File: src/rtl/sipo_ctrl_pkg.sv
// ============================================================================
// Module : sipo_ctrl_pkg
// Brief  : Shared types and helpers for the SIPO framing controller.
// Rev    : 1.0
// ============================================================================
`default_nettype none

package sipo_ctrl_pkg;

  typedef enum logic [0:0] {
    IDLE  = 1'b0,
    SHIFT = 1'b1
  } state_e;

  // Counter must be able to hold the value WIDTH itself.
  function automatic int cnt_width(input int width);
    return $clog2(width + 1);
  endfunction

endpackage

`default_nettype wire

File: src/rtl/sipo_shift_unit.sv
// ============================================================================
// Module : sipo_shift_unit
// Brief  : Serial-in shift register; q exposes the contents including the bit
//          being shifted this cycle so a completing word can be captured at once.
// Rev    : 1.0
// ============================================================================
`default_nettype none

module sipo_shift_unit #(
  parameter int WIDTH     = 8,
  parameter bit MSB_FIRST = 1'b1
) (
  input  logic             clk,
  input  logic             reset,
  input  logic             shift_en,
  input  logic             clr,
  input  logic             sin,
  output logic [WIDTH-1:0] q
);

  logic [WIDTH-1:0] sreg_q;
  logic [WIDTH-1:0] sreg_d;
  logic [WIDTH-1:0] base;
  logic [WIDTH-1:0] shifted;

  always_comb begin
    base = clr ? '0 : sreg_q;
  end

  generate
    if (MSB_FIRST) begin : g_msb_first
      assign shifted = {base[WIDTH-2:0], sin};
    end else begin : g_lsb_first
      assign shifted = {sin, base[WIDTH-1:1]};
    end
  endgenerate

  always_comb begin
    sreg_d = shift_en ? shifted : base;
  end

  always_ff @(posedge clk) begin
    if (reset) begin
      sreg_q <= '0;
    end else begin
      sreg_q <= sreg_d;
    end
  end

  assign q = shifted;

endmodule

`default_nettype wire

File: src/rtl/sipo_frame_ctrl.sv
// ============================================================================
// Module : sipo_frame_ctrl
// Brief  : Frames a qualified serial stream into WIDTH-bit words and hands
//          them out through a one-entry valid/ready output register.
// Rev    : 1.0
// ============================================================================
`default_nettype none

module sipo_frame_ctrl
  import sipo_ctrl_pkg::*;
#(
  parameter int WIDTH     = 8,
  parameter bit MSB_FIRST = 1'b1
) (
  input  logic                         clk,
  input  logic                         reset,
  input  logic                         sin,
  input  logic                         sin_valid,
  input  logic                         frame_start,
  input  logic                         out_ready,
  input  logic                         clear_err,
  output logic [WIDTH-1:0]             out_data,
  output logic                         out_valid,
  output logic                         busy,
  output logic [cnt_width(WIDTH)-1:0]  bit_cnt,
  output logic                         overrun,
  output logic                         abort_err
);

  localparam int CW = cnt_width(WIDTH);

  state_e           state_q, state_d;
  logic [CW-1:0]    cnt_q, cnt_d;
  logic [WIDTH-1:0] out_data_q, out_data_d;
  logic             out_valid_q, out_valid_d;
  logic             overrun_q, overrun_d;
  logic             abort_q, abort_d;

  logic             abort;
  logic             complete;
  logic [WIDTH-1:0] word;

  sipo_shift_unit #(
    .WIDTH     (WIDTH),
    .MSB_FIRST (MSB_FIRST)
  ) u_shift (
    .clk      (clk),
    .reset    (reset),
    .shift_en (sin_valid),
    .clr      (abort),
    .sin      (sin),
    .q        (word)
  );

  always_comb begin
    state_d  = state_q;
    cnt_d    = cnt_q;
    abort    = 1'b0;
    complete = 1'b0;

    case (state_q)
      IDLE: begin
        // Bits without a frame marker are simply dropped here.
        if (sin_valid && frame_start) begin
          cnt_d   = CW'(1);
          state_d = SHIFT;
        end
      end
      SHIFT: begin
        if (sin_valid) begin
          if (frame_start) begin
            abort = 1'b1;
            cnt_d = CW'(1);
          end else if (cnt_q == CW'(WIDTH - 1)) begin
            complete = 1'b1;
            cnt_d    = '0;
            state_d  = IDLE;
          end else begin
            cnt_d = cnt_q + CW'(1);
          end
        end
      end
      default: begin
        state_d = IDLE;
        cnt_d   = '0;
      end
    endcase
  end

  always_comb begin
    out_data_d  = out_data_q;
    out_valid_d = out_valid_q && !out_ready;
    overrun_d   = clear_err ? 1'b0 : overrun_q;
    abort_d     = clear_err ? 1'b0 : abort_q;

    if (complete) begin
      // Slot is free if empty or being drained this same cycle.
      if (!out_valid_q || out_ready) begin
        out_data_d  = word;
        out_valid_d = 1'b1;
      end else begin
        overrun_d = 1'b1;
      end
    end

    if (abort) begin
      abort_d = 1'b1;
    end
  end

  always_ff @(posedge clk) begin
    if (reset) begin
      state_q     <= IDLE;
      cnt_q       <= '0;
      out_data_q  <= '0;
      out_valid_q <= 1'b0;
      overrun_q   <= 1'b0;
      abort_q     <= 1'b0;
    end else begin
      state_q     <= state_d;
      cnt_q       <= cnt_d;
      out_data_q  <= out_data_d;
      out_valid_q <= out_valid_d;
      overrun_q   <= overrun_d;
      abort_q     <= abort_d;
    end
  end

  assign out_data  = out_data_q;
  assign out_valid = out_valid_q;
  assign busy      = (state_q == SHIFT);
  assign bit_cnt   = cnt_q;
  assign overrun   = overrun_q;
  assign abort_err = abort_q;

endmodule

`default_nettype wire

File: config.mk
export PLATFORM = sky130hd
export DESIGN_NAME = sipo_frame_ctrl
export DESIGN_NICKNAME = d
export VERILOG_FILES = /design/src/rtl/sipo_ctrl_pkg.sv /design/src/rtl/sipo_shift_unit.sv /design/src/rtl/sipo_frame_ctrl.sv
export SDC_FILE = /design/constraint.sdc
export NUM_CORES = 1
export LEC_CHECK = 0
export ABC_AREA = 1
export ABC_CLOCK_PERIOD_IN_PS = 2450
export CORE_MARGIN = 2
export CORE_UTILIZATION = 30
export DETAILED_ROUTE_END_ITERATION = 16
export GPL_ROUTABILITY_DRIVEN = 1
export PLACE_DENSITY = 0.48
export SLEW_MARGIN = 5
export SYNTH_ARGS = -nofsm -noshare
export SYNTH_HDL_FRONTEND = slang
export SYNTH_HIERARCHICAL = 1
export SYNTH_SLANG_ARGS = --single-unit
File: constraint.sdc
create_clock -name clk -period 2.45 [get_ports clk]
set_input_delay 0.49 -clock clk [delete_from_list [all_inputs] [get_ports clk]]
set_output_delay 0.49 -clock clk [all_outputs]
set_load 0.005 [all_outputs]
==> summary.txt <==
Run status
  • Outcome: finished clean

Clocking
  • Deepest level of the CTS H-tree: 1
  • Number of buffers created by CTS: 3
  • Post-CTS Resized: 0
  • Worst-skew pair later-pin latency: between 0.2 and 0.3 ns
  • CTS tree: yes
  • Root buffer selected by CTS: sky130_fd_sc_hd__clkbuf_8
  • Total number of clock tree sinks: 23
  • Post-CTS setup repair buffer count: 0
  • Clock transition at path regs: ~0.080 ns
  • Max clock buf depth: 2
  • Cts hold-fix bufs: 0

Route
  • Pre-antenna DRT Iters: 4
  • Routed WL: roughly 2300 um
  • Via density per instance: about 4.2
  • Routed wire per std cell: 9.14 um
  • Starting DRT DRC Count: 36
  • Final ANT Viol Nets: 0
  • Total number of vias: between 1000 and 1500
  • DRC Markers: 0

Timing
  • RSZ-0062 raised after global routing: no
  • Worst clock skew: between 0.004 and 0.005 ns
  • Final total negative setup slack: 0 ns
  • Min Clock Period, post-route: 1.76 ns
  • Maximum achievable frequency: approximately 570 MHz
  • Measured slew at the worst slew-check pin: 0.335 ns
  • Max Slew Vio Count: 0
  • WHS: about 0.47 ns
  • Slew Limit Headroom: slightly below 80%
  • Setup Viol. Count Final: 0
  • Fin crit share: between 70% and 80%
  • Final Hold Fails: 0

GRT
  • First-pass GRT wire length: between 4000 and 5000 um
  • Overflow after GRT: 0
  • Vias in the first global route: about 960
  • Total Routing Usage GR: between 10 and 15%
  • Largest net degree at the start of global routing: 13
  • Number of antenna violations at the first check in global routing: 0

Setup path
  • Critical-path cell list: clkdlybuf4s50_1
  • Critical path class: reg -> out
  • Critical Path Fanout Max: 7
  • CP delay by family, top: buffers and inverters
  • Required time reported for the critical path endpoint: around 2.0 ns
  • Data arrival time of the critical path: between 1 and 1.5 ns
  • Setup crit end kind: output port
  • Critical Path Max Stage Delay: between 0.5 and 0.6 ns
  • Logic depth of the worst register-to-register path: 7
  • Number of gates on the worst path with buffers counted: 1
  • Slowest-stage cell, CP: sky130_fd_sc_hd__clkdlybuf4s50_1
  • Startpoint types: flop
  • Number of buffer and inverter instances along the worst setup path: 1

Yosys
  • Post-synthesis average cell area: approximately 6.4 sq um
  • Combinational family with the most area after synthesis: simple AND/OR/NAND/NOR gates
  • Number of storage elements in the synthesis netlist: 23
  • Netlist cell types: 21
  • Synth Instances: 178
  • Number of synthesis warnings: 6
  • Portion of netlist area occupied by mux cells: 0%
  • Leading register cell type out of synthesis: sky130_fd_sc_hd__dfxtp_1
  • Ys async rst share: 0%
  • Synthesized-area fraction occupied by and/or/nand/nor cells: a little under two fifths
  • Sequential cell area fraction in the yosys report: roughly two fifths
  • Most frequent cells after synthesis: sky130_fd_sc_hd__nand2_1, sky130_fd_sc_hd__inv_1, sky130_fd_sc_hd__nor2_1
  • Xor/xnor share of the synthesized area: 0%
  • Post-synthesis net count: 186
  • Most numerous cell in the Yosys netlist: sky130_fd_sc_hd__nand2_1
  • Cell area after technology mapping: 1140 sq um
  • Adder and majority cell fraction of the synthesized area: 1.10%
  • Synth top area cells: sky130_fd_sc_hd__dfxtp_1, sky130_fd_sc_hd__nand2_1, sky130_fd_sc_hd__inv_1, sky130_fd_sc_hd__nor2_1, sky130_fd_sc_hd__nand3_1
  • Top-area cell type share of the netlist area: just over 40%
  • Post-synthesis compound-gate area fraction: ~4.5%
  • Cell type with the largest total area after synthesis: sky130_fd_sc_hd__dfxtp_1
  • Number of flops mapped to enable cells by yosys: 0

Layout
  • Layout overhead on the synthesized area: 26.8%
  • Fraction of final layout cells with drive strength greater than 1: between 7 and 8%
  • Final instance area: between 1000 and 1500 sq um
  • Number of antenna cells inserted: 0
  • Non-filler cells in the finished layout: between 200 and 300
  • Net count of the finished layout: roughly 210
  • Share of the core filled with cells: approximately two fifths

Power
  • Leakage: around 0.64 nW
  • VDD IR max: 0.173 mV
  • Cell area power density: approximately 490 nW/um^2

Job
  • Number of max-capacitance violations reported: 0

Min path
  • Worst min-delay path class: reg -> reg
  • Hold depth: 2

Placed design
  • Cell area after placement: ~1400 sq um
  • Port Buf Inserts: 22
  • RePlAce Congestion: ~0.77
  • Placed Cells incl. Taps: about 250
  • HPWL reported at the end of detailed placement: 1720 um

Floorplan
  • Die extent in y: approximately 66 um
  • Starting utilization of the core area: between 30 and 40%
  • Die X-Extent: between 60 and 70 um
  • # IOs: 23
  • # rows: 22
  • Placeable core region: around 3700 sq um
  • Overall die area: approximately 4300 sq um
## metal layers
metal  part of all wire (%)  GRT usage (%)
met3                    3.9           1.54
met5                      0              0
met4                   0.88           5.47
met2                     43           18.0
met1                     52           17.4
## cell families (layout without fill, tap and decap cells)
logic type	after synthesis	in the layout
flops	23	23
fa+ha+maj	1	1
compound gates	10	10
buf+inv	46	70
simple gates	98	98
## report_power, final
group	leakage, nW	switching (mW)	internal, mW
Combinational	0.428	0.0414	0.0323
Clock	0.0228	0.120	0.116
Sequential	0.187	0.00798	0.384
## placed cells by master, fill, tap and decap left out
master and count:
sky130_fd_sc_hd__clkbuf_8 3, sky130_fd_sc_hd__a21oi_1 6, sky130_fd_sc_hd__o21ai_0 3, sky130_fd_sc_hd__clkinv_1 1, sky130_fd_sc_hd__nand3_4 1, sky130_fd_sc_hd__a31oi_1 1
sky130_fd_sc_hd__inv_1 38, sky130_fd_sc_hd__clkdlybuf4s50_1 22, sky130_fd_sc_hd__inv_2 3, sky130_fd_sc_hd__dfxtp_1 23, sky130_fd_sc_hd__nor3_1 1, sky130_fd_sc_hd__nand4_1 1
sky130_fd_sc_hd__nor2_4 1, sky130_fd_sc_hd__clkbuf_1 1, sky130_fd_sc_hd__nand3_2 1, sky130_fd_sc_hd__nand2_1 45, sky130_fd_sc_hd__nand2_2 3, sky130_fd_sc_hd__nor2_2 1
sky130_fd_sc_hd__buf_4 2, sky130_fd_sc_hd__ha_1 1, sky130_fd_sc_hd__nand3_1 10, sky130_fd_sc_hd__nor2_1 34
## through the flow
stage / worst slack (ns) / power (mW)
2_1_floorplan: 1.05 / 0.447
3_3_place_gp: 0.446 / 0.475
3_5_place_dp: 0.409 / 0.475
4_1_cts: 0.679 / 0.713
5_1_grt: 0.548 / 0.747
6_report: 0.689 / 0.702
## sequential cells by signal (all words and copies together) (netlist names)
register        count
busy                1
out_data            8
bit_cnt             4
out_valid           1
overrun             1
u_shift/sreg_q      7
abort_err           1
## layout make-up
| class | instances | area, sq um |
|---|---|---|
| Clock buffer | 4 | 45.0 |
| Fill cell | 409 | 2220 |
| Inverter | 42 | 158 |
| Multi-Input combinational cell | 109 | 485 |
| Sequential cell | 23 | 460 |
| Tap cell | 48 | 60.1 |
| Timing Repair Buffer | 24 | 235 |
## path summary, 6_finish.rpt
check	slack (ns)	end	start
setup reg to reg	0.88	out_data[1]$_SDFFE_PP0P_	bit_cnt[0]$_SDFFE_PP0P_
setup / recovery	0.69	bit_cnt[2]	bit_cnt[2]$_SDFFE_PP0P_
hold reg to reg	0.47	overrun$_SDFF_PP0_	overrun$_SDFF_PP0_
hold / removal	0.47	overrun$_SDFF_PP0_	overrun$_SDFF_PP0_
## worst reg2reg max path, stage by stage, from the launching register on
cell                      delay [ns]
sky130_fd_sc_hd__dfxtp_1        0.43
sky130_fd_sc_hd__ha_1           0.24
sky130_fd_sc_hd__nand3_2        0.12
sky130_fd_sc_hd__nor2_4         0.29
sky130_fd_sc_hd__nand2_2        0.19
sky130_fd_sc_hd__nand2_1        0.11
sky130_fd_sc_hd__inv_1          0.04
sky130_fd_sc_hd__nor2_1         0.09
Power figures use the tool's default switching activity.
